File: src/rtl/video_stream_pkg.sv
// Purpose: shared encodings for the synthetic video source (patterns, stream bit map, FSM states).
// Latency: n/a (constants and a constant function only).
// Backpressure: n/a.
package video_stream_pkg;

    // Pattern select encoding
    localparam logic [1:0] PAT_FLAT  = 2'd0;
    localparam logic [1:0] PAT_RAMP  = 2'd1;
    localparam logic [1:0] PAT_BARS  = 2'd2;
    localparam logic [1:0] PAT_CHECK = 2'd3;

    // Bit positions inside the 21-bit pixel stream; data occupies [15:0] as {Y, C}
    localparam int DE_BIT     = 20;
    localparam int HBLANK_BIT = 19;
    localparam int VBLANK_BIT = 18;
    localparam int SPDIF_BIT  = 17;
    localparam int WIN_BIT    = 16;

    localparam logic [7:0] CHROMA_NEUTRAL = 8'h80;
    localparam logic [7:0] LUMA_GREY      = 8'h80;

    typedef enum logic [1:0] {
        ST_IDLE  = 2'd0,
        ST_RUN   = 2'd1,
        ST_DRAIN = 2'd2
    } state_e;

    // True when max_val is representable in an unsigned counter of the given width
    function automatic bit cnt_fits(input int width, input int max_val);
        return (longint'(max_val) >> width) == 64'd0;
    endfunction

endpackage

File: src/rtl/video_timing_counter.sv
// Purpose: h/v raster counters with wrap, terminal-count flags and a frame-wrap pulse.
// Latency: counters update on the clock after advance_i; flags are combinational from the counters.
// Backpressure: none; advance_i=0 holds position, clear_i forces (0,0) and has priority.
// Ports: clk_i, rst_ni (async active-low); advance_i, clear_i; h_o, v_o, h_tc_o, v_tc_o, frame_wrap_o.
module video_timing_counter #(
    parameter int H_TOTAL   = 1650,
    parameter int V_TOTAL   = 750,
    parameter int CNT_WIDTH = 16
) (
    input  logic                 clk_i,
    input  logic                 rst_ni,
    input  logic                 advance_i,
    input  logic                 clear_i,
    output logic [CNT_WIDTH-1:0] h_o,
    output logic [CNT_WIDTH-1:0] v_o,
    output logic                 h_tc_o,
    output logic                 v_tc_o,
    output logic                 frame_wrap_o
);

    localparam logic [CNT_WIDTH-1:0] H_LAST = CNT_WIDTH'(H_TOTAL - 1);
    localparam logic [CNT_WIDTH-1:0] V_LAST = CNT_WIDTH'(V_TOTAL - 1);

    logic [CNT_WIDTH-1:0] h_q, h_d;
    logic [CNT_WIDTH-1:0] v_q, v_d;

    assign h_tc_o       = (h_q == H_LAST);
    assign v_tc_o       = (v_q == V_LAST);
    assign frame_wrap_o = advance_i && h_tc_o && v_tc_o;

    always_comb begin
        h_d = h_q;
        v_d = v_q;
        if (clear_i) begin
            h_d = '0;
            v_d = '0;
        end else if (advance_i) begin
            h_d = h_tc_o ? '0 : h_q + CNT_WIDTH'(1);
            if (h_tc_o) begin
                v_d = v_tc_o ? '0 : v_q + CNT_WIDTH'(1);
            end
        end
    end

    always_ff @(posedge clk_i or negedge rst_ni) begin
        if (!rst_ni) begin
            h_q <= '0;
            v_q <= '0;
        end else begin
            h_q <= h_d;
            v_q <= v_d;
        end
    end

    assign h_o = h_q;
    assign v_o = v_q;

endmodule

File: src/rtl/video_stream_pattern_gen.sv
// Purpose: synthetic 21-bit video source (de/Hblank/Vblank/spdif/win + {Y,C}) with programmable timing.
// Latency: outputs registered one cycle after the raster position; first pixel two edges after enable.
// Backpressure: none; enable is a level run request, dropping it lets the current frame finish.
// Ports: clk, reset (async active-low), enable, pattern_sel, win_x0/x1/y0/y1, spdif_in ->
//        de_out, Hblank_out, Vblank_out, spdif_out, win_enable_out, data_out, frame_start.
// Option: PATTERN_GEN_FRAME_SCROLL_EN adds an 8-bit frame counter that scrolls patterns 1-3.
module video_stream_pattern_gen #(
    parameter int H_ACTIVE  = 1280,
    parameter int H_BLANK   = 370,
    parameter int V_ACTIVE  = 720,
    parameter int V_BLANK   = 30,
    parameter int CNT_WIDTH = 16
) (
    input  logic                 clk,
    input  logic                 reset,
    input  logic                 enable,
    input  logic [1:0]           pattern_sel,
    input  logic [CNT_WIDTH-1:0] win_x0,
    input  logic [CNT_WIDTH-1:0] win_x1,
    input  logic [CNT_WIDTH-1:0] win_y0,
    input  logic [CNT_WIDTH-1:0] win_y1,
    input  logic                 spdif_in,
    output logic                 de_out,
    output logic                 Hblank_out,
    output logic                 Vblank_out,
    output logic                 spdif_out,
    output logic                 win_enable_out,
    output logic [15:0]          data_out,
    output logic                 frame_start
);
    import video_stream_pkg::*;

    localparam int H_TOTAL = H_ACTIVE + H_BLANK;
    localparam int V_TOTAL = V_ACTIVE + V_BLANK;
    localparam logic [CNT_WIDTH-1:0] H_ACT_C = CNT_WIDTH'(H_ACTIVE);
    localparam logic [CNT_WIDTH-1:0] V_ACT_C = CNT_WIDTH'(V_ACTIVE);

    generate
        if (!cnt_fits(CNT_WIDTH, H_TOTAL - 1) || !cnt_fits(CNT_WIDTH, V_TOTAL - 1) || CNT_WIDTH < 8) begin : g_width_check
            $error("CNT_WIDTH too narrow for the configured raster");
        end
    endgenerate

    state_e state_q, state_d;
    logic                 active;
    logic [CNT_WIDTH-1:0] h, v;
    logic                 h_tc, v_tc, frame_wrap;

    assign active = (state_q != ST_IDLE);

    video_timing_counter #(
        .H_TOTAL   (H_TOTAL),
        .V_TOTAL   (V_TOTAL),
        .CNT_WIDTH (CNT_WIDTH)
    ) u_timing (
        .clk_i        (clk),
        .rst_ni       (reset),
        .advance_i    (active),
        .clear_i      (!active),
        .h_o          (h),
        .v_o          (v),
        .h_tc_o       (h_tc),
        .v_tc_o       (v_tc),
        .frame_wrap_o (frame_wrap)
    );

    // enable only matters in IDLE and at the frame boundary; RUN/DRAIN just record intent
    always_comb begin
        state_d = state_q;
        case (state_q)
            ST_IDLE:  if (enable) state_d = ST_RUN;
            ST_RUN:   if (!enable) state_d = frame_wrap ? ST_IDLE : ST_DRAIN;
            ST_DRAIN: begin
                if (enable)          state_d = ST_RUN;
                else if (frame_wrap) state_d = ST_IDLE;
            end
            default:  state_d = ST_IDLE;
        endcase
    end

    always_ff @(posedge clk or negedge reset) begin
        if (!reset) state_q <= ST_IDLE;
        else        state_q <= state_d;
    end

    // Frame-level configuration: the first pixel uses the live inputs, the rest of the frame the capture
    logic                 first_px;
    logic [1:0]           pat_q, pat_d;
    logic [CNT_WIDTH-1:0] wx0_q, wx0_d, wx1_q, wx1_d, wy0_q, wy0_d, wy1_q, wy1_d;

    always_comb begin
        first_px = active && (h == '0) && (v == '0);
        pat_d    = first_px ? pattern_sel : pat_q;
        wx0_d    = first_px ? win_x0 : wx0_q;
        wx1_d    = first_px ? win_x1 : wx1_q;
        wy0_d    = first_px ? win_y0 : wy0_q;
        wy1_d    = first_px ? win_y1 : wy1_q;
    end

    always_ff @(posedge clk or negedge reset) begin
        if (!reset) begin
            pat_q <= PAT_FLAT;
            wx0_q <= '0;
            wx1_q <= '0;
            wy0_q <= '0;
            wy1_q <= '0;
        end else begin
            pat_q <= pat_d;
            wx0_q <= wx0_d;
            wx1_q <= wx1_d;
            wy0_q <= wy0_d;
            wy1_q <= wy1_d;
        end
    end

    // Horizontal coordinate seen by the pattern generator
    logic [7:0] xh;
`ifdef PATTERN_GEN_FRAME_SCROLL_EN
    logic [7:0] frame_cnt_q, frame_cnt_d;
    always_comb begin
        frame_cnt_d = frame_cnt_q;
        if (!active)         frame_cnt_d = '0;
        else if (frame_wrap) frame_cnt_d = frame_cnt_q + 8'd1;
    end
    always_ff @(posedge clk or negedge reset) begin
        if (!reset) frame_cnt_q <= '0;
        else        frame_cnt_q <= frame_cnt_d;
    end
    assign xh = h[7:0] + frame_cnt_q;
`else
    assign xh = h[7:0];
`endif

    logic        de_d, win_d;
    logic [7:0]  y_d;
    logic [20:0] stream_q, stream_d;
    logic        fs_q;

    always_comb begin
        de_d  = active && (h < H_ACT_C) && (v < V_ACT_C);
        win_d = de_d && (h >= wx0_d) && (h <= wx1_d) && (v >= wy0_d) && (v <= wy1_d);
        case (pat_d)
            PAT_RAMP:  y_d = xh;
            PAT_BARS:  y_d = {8{xh[7]}};
            PAT_CHECK: y_d = {8{xh[4] ^ v[4]}};
            default:   y_d = LUMA_GREY;
        endcase
        stream_d             = '0;
        stream_d[DE_BIT]     = de_d;
        stream_d[HBLANK_BIT] = active && (h >= H_ACT_C);
        stream_d[VBLANK_BIT] = active && (v >= V_ACT_C);
        stream_d[SPDIF_BIT]  = active && spdif_in;
        stream_d[WIN_BIT]    = win_d;
        stream_d[15:0]       = de_d ? {y_d, CHROMA_NEUTRAL} : 16'h0000;
    end

    always_ff @(posedge clk or negedge reset) begin
        if (!reset) begin
            stream_q <= '0;
            fs_q     <= 1'b0;
        end else begin
            stream_q <= stream_d;
            fs_q     <= first_px;
        end
    end

    assign de_out         = stream_q[DE_BIT];
    assign Hblank_out     = stream_q[HBLANK_BIT];
    assign Vblank_out     = stream_q[VBLANK_BIT];
    assign spdif_out      = stream_q[SPDIF_BIT];
    assign win_enable_out = stream_q[WIN_BIT];
    assign data_out       = stream_q[15:0];
    assign frame_start    = fs_q;

endmodule
File: config.mk
export PLATFORM = sky130hd
export DESIGN_NAME = video_stream_pattern_gen
export DESIGN_NICKNAME = d
export VERILOG_FILES = /design/src/rtl/video_stream_pkg.sv /design/src/rtl/video_timing_counter.sv /design/src/rtl/video_stream_pattern_gen.sv
export SDC_FILE = /design/constraint.sdc
export NUM_CORES = 1
export LEC_CHECK = 0
export ABC_AREA = 1
export CAP_MARGIN = 20
export CELL_PAD_IN_SITES_DETAIL_PLACEMENT = 0
export CELL_PAD_IN_SITES_GLOBAL_PLACEMENT = 2
export CORE_UTILIZATION = 36
export CTS_CLUSTER_DIAMETER = 40
export DETAILED_ROUTE_END_ITERATION = 8
export HOLD_SLACK_MARGIN = 0.1
export MAX_ROUTING_LAYER = met4
export PLACE_DENSITY = 0.89
export SYNTH_ARGS = -nofsm -noshare
export SYNTH_HDL_FRONTEND = slang
export SYNTH_HIERARCHICAL = 1
export SYNTH_SLANG_ARGS = --single-unit
File: constraint.sdc
create_clock -name clk -period 5.3 [get_ports clk]
set_clock_uncertainty 0.1 [all_clocks]
set_input_delay 0.795 -clock clk [delete_from_list [all_inputs] [get_ports clk]]
set_output_delay 0.795 -clock clk [all_outputs]
set_load 0.005 [all_outputs]
; Yosys cells after proc, flatten, opt, wreduce, memory -nomap -nowiden
; Cells that the tools add are included.
; W data, S select, Z words.
[word_totals]
register_bits = 122
in_bits = 70
output_inout_bits = 22
word_cells = 68
[classes]
add_sub_neg = 2
n_lt_le_gt_ge = 8
n_eq_ne = 11
mux = 18
bitwise = 1
reduce_logical = 18
[ops]
columns = operator, n
row1 = $mux W16, 10
row2 = $add A16 B1 Y16 const B, 2
row3 = $ge A16 B16 Y1, 2
row4 = $le A16 B16 Y1, 2
row5 = $logic_not A16 Y1, 2
row6 = $pmux W8 S3, 1
row7 = $eq A16 B10 Y1 const B, 1
row8 = $eq A16 B11 Y1 const B, 1
row9 = $ge A16 B10 Y1 const B, 1
row10 = $ge A16 B11 Y1 const B, 1
row11 = $lt A16 B10 Y1 const B, 1
row12 = $lt A16 B11 Y1 const B, 1
row13 = $logic_and A1 B1 Y1, 13
row14 = $mux W2, 6
row15 = $eq A2 B2 Y1 const B, 3
row16 = $pmux W2 S3, 1
row17 = $eq A2 B1 Y1 const B, 2
row18 = $ne A2 B2 Y1 const B, 2
row19 = $ne A3 B3 Y1 const B, 1
row20 = $reduce_and A3 Y1, 1
row21 = $logic_not A2 Y1, 1
row22 = $ne A2 B1 Y1 const B, 1
row23 = $reduce_bool A2 Y1, 1
row24 = $xor A1 B1 Y1, 1

; Depth between registers and ports, before layout
[depth]
word_depth = 9
depth_mapped = 24
depth_no_buf = 23

; Hierarchy
; Netlist, hierarchy kept.
[by_module_without_submodules]
columns = module, n_inst, cells_each, area_each_um2, seq_area_each_um2
row1 = video_stream_pattern_gen, 1, 662, 5293.8, 2052.0
row2 = video_timing_counter, 1, 315, 2219.6, 800.8

; Worst setup path after synthesis
; OpenSTA, ideal clock, no wires.
[synth_path]
path_kind = register to register
start = register u_timing.v_q[4], in the netlist u_timing/v_o[4]
end = register stream_q[16]
setup_time_ns = 0.072
t_arrival_ns = 2.465
required_ns = 5.128
setup_slack_ns = 2.664
stages_incl_launch_ff = 20
path_buffers = 2
synth_period_minus_slack_ns = 2.636
path_cell_list = dfrtp_1 -> nor2_2 -> nand2_1 -> nor2_2 -> nand2_1 -> nor2_4 -> nand2_4 -> clkinv_2 -> buf_12 -> buf_8 -> nand2_1 -> nand2_2 -> inv_1 -> ha_1 -> nand2_1 -> nor4_1 -> nand3_1 -> nand2_1 -> nand4_1 -> nor2_1
[synth_between]
word_cells_on_any_way = 16
cone_classes = 5 x order compare / 4 x mux / 7 x reduce/logical
[synth_lines]
columns = element, line_no
row1 = start: declaration, video_timing_counter.sv:25  ; logic [CNT_WIDTH-1:0] v_q, v_d;
row2 = start signal: assignment, video_timing_counter.sv:51  ; v_q <= v_d;
row3 = $logic_not A16 Y1, video_stream_pattern_gen.sv:92  ; first_px = active && (h == '0) && (v == '0);
row4 = $logic_and A1 B1 Y1, video_stream_pattern_gen.sv:92
row5 = $mux W16, video_stream_pattern_gen.sv:95  ; wx1_d = first_px ? win_x1 : wx1_q;
row6 = named net wx1_d[14], video_stream_pattern_gen.sv:89  ; logic [CNT_WIDTH-1:0] wx0_q, wx0_d, wx1_q, wx1_d, wy0_q, wy0_d, wy1_q, wy1_d;
row7 = $le A16 B16 Y1, video_stream_pattern_gen.sv:141  ; win_d = de_d && (h >= wx0_d) && (h <= wx1_d) && (v >= wy0_d) && (v <= wy1_d);
row8 = $logic_and A1 B1 Y1 (3 in a row), video_stream_pattern_gen.sv:141
row9 = named net stream_d[16], video_stream_pattern_gen.sv:136  ; logic [20:0] stream_q, stream_d;
row10 = end signal: assignment, video_stream_pattern_gen.sv:162  ; stream_q <= stream_d;
row11 = end: declaration, video_stream_pattern_gen.sv:136
; The timed path passes the listed nets, and every way through them passes these cells.
; A chain may end at the register's enable or synchronous reset.

; Final worst setup path
[layout_path]
start = register u_timing.v_q[8], in the netlist u_timing/v_o[8]
end = register stream_q[16]
; Same word-level chain as after synthesis.

==> impl_metrics.json <==
{
  "gr-usage-met3_pct": 3.625,
  "max_freq_mhz": 274.4,
  "regArea_um2": 2853,
  "wl_mm": 19.68,
  "crit_required_ns": 5.55,
  "period_minus_slack_ns": 3.645,
  "grt_max_degree": 71,
  "post_cts_resized": 0,
  "port-buffer-count": 84,
  "leakagePower_uw": 0.004497,
  "hold_violations": 0,
  "drt-pass1-iter-count": 4,
  "placeableCoreArea_um2": 20360,
  "grt_usage_pct": 20.20,
  "globalplace.congestion": 0.8627,
  "layout-drive-gt1-share_pct": 12.41,
  "io_pins": 92,
  "wire_per_inst_um": 14.66,
  "antenna_left": 0,
  "rsz0062_at_grt": "no",
  "cts_root_buffer": "clkbuf_16",
  "syn2layout_area_growth_pct": 20.97,
  "dp_cells": 1310,
  "multi_input_area_um2": 3924,
  "yosysWarnings": 6,
  "num_vias": 6242,
  "final_nets": 1197,
  "period_share_pct": 68.77,
  "die_w_um": 146.4,
  "synthCells": 975,
  "status": "finished clean",
  "cts_hold_buf": 0,
  "worst_hold_slack_ns": 0.3715,
  "hpwl_mm": 14.20,
  "syn-cell-area_um2": 7506,
  "tns_ns": 0,
  "tritoncts": "yes",
  "max-slew-margin-rel_pct": 39.33,
  "fill_cells": 2089,
  "avgSynthCellArea_um2": 7.698,
  "grt_pass1_wl_mm": 32.66,
  "cts.sinks": 114,
  "use_met2_pct": 27.21,
  "slew_viol_final": 0,
  "clk_latency_ns": 0.42,
  "fin_ws_ns": 1.655,
  "viasPerCell": 4.651,
  "worstSetupPathType": "register to register",
  "preCtsSetupSlack_ns": 1.638,
  "antenna_cells": 0,
  "cap_viol_max_count": 0,
  "finalSetupViolations": 0,
  "ir_worst_vdd_v": 0.0002616,
  "crit_path_end_kind": "register",
  "antenna_found_initial": 0,
  "critPathArrivalTime_ns": 3.89,
  "htree_levels": 4,
  "worstMarginPinSlew_ns": 0.9101,
  "grt_pass1_vias": 6103,
  "cts_setup_buffers": 0,
  "cellPowerDensity_nw_per_um2": 422.2,
  "rows": 52,
  "finish.utilization_pct": 44.59,
  "start_util_pct": 36.86,
  "grt-busiest-layer": "met1",
  "drt-initial-drc-count": 370,
  "path_clk_slew_ns": 0.06,
  "gr-total-overflow": 0,
  "die_h_um": 146.4,
  "critPathLaunchType": "register",
  "drc": 0,
  "hp-class": "register to register",
  "cts-buffers-inserted": 17,
  "met1_usage_pct": 30.20,
  "die_area_um2": 21430,
  "final_cells": 1342,
  "clock_path_buffers": 2,
  "cp_max_fo": 52
}
## stage by stage
step           total power [uW]  cell area, um2
4_1_cts                    3887            9080
3_5_place_dp               2601            8438
6_report                   3833            9080
2_1_floorplan              2297            7528
3_3_place_gp               2584            8438
5_1_grt                    4157            9080
## placed cells by master, fill, tap and decap left out, types with 3 or more instances in the layout
cell,instances
clkinvlp_4,3
nor4_1,4
xnor2_1,5
nand2_2,53
inv_2,18
nor2_2,6
nand3_1,52
nand3_2,9
inv_1,101
buf_4,5
o21bai_1,5
clkdlybuf4s50_1,83
xor2_1,6
nand2_1,241
clkinv_2,3
bufinv_16,5
nand2_4,3
a21oi_1,45
nor2_1,137
nand4_1,23
clkbuf_16,17
nor3_1,15
dfrtp_1,114
ha_1,68
conb_1,7
o21ai_0,21
## final cells by class
cell class	instances	area share (%)
repair buffers	88	9.563
clock buffers	19	4.768
multi-input cells	717	43.21
inverters	121	5.016
well taps	270	3.721
clock inverters	13	2.301
flip-flops and latches	114	31.42
## per-layer routing
layer / wire, um / part of all wire (%)
met2: 7919 / 40
met5: 0 / 0
met4: 293 / 1.5
met1: 10710 / 54
met3: 761 / 3.9
## report_power, final
| part | leakage, uW | switching, uW | internal [uW] |
|---|---|---|---|
| combinational | 0.00274 | 853 | 488 |
| clock | 0.000304 | 430 | 834 |
| sequential | 0.00145 | 90.4 | 1140 |
| total | 0.00450 | 1370 | 2460 |
## worst max-delay path, cell delays in order (launching register included)
cell      delay, ns
dfrtp_1        0.56
nor3_1         0.37
and2_1         0.25
nand2_4        0.07
clkinv_2       0.18
buf_4          0.47
nand2_1        0.14
nand2_2        0.11
inv_2          0.03
ha_1           0.28
nand2_1        0.08
nor4_1         0.45
nand3_1        0.12
nand2_1        0.11
nand4_1        0.08
nor2_1         0.10
## sequential cells by signal (all words and copies together) (netlist names)
signal        flops
stream_q         13
wy0_q            16
u_timing/v_o     16
state_q           2
frame_start       1
wy1_q            16
pat_q             2
u_timing/h_o     16
wx1_q            16
wx0_q            16
## path summary, 6_finish.rpt
kind / slack (ns) / depth (start not counted) / from / end
max: 1.66 / 15 / u_timing/v_o[8]$_DFFE_PN0P_ / stream_q[16]$_DFF_PN0_
min: 0.37 / 2 / wx1_q[3]$_DFF_PN0_ / wx1_q[3]$_DFF_PN0_
max reg2reg: 1.66 / 15 / u_timing/v_o[8]$_DFFE_PN0P_ / stream_q[16]$_DFF_PN0_
min reg2reg: 0.37 / 2 / wx1_q[3]$_DFF_PN0_ / wx1_q[3]$_DFF_PN0_
max in group asynchronous: 3.53 / 2 / reset / wy1_q[11]$_DFF_PN0_
min in group asynchronous: 0.42 / 1 / reset / wx1_q[11]$_DFF_PN0_
Note: power is estimated with default switching activity, not from simulation.
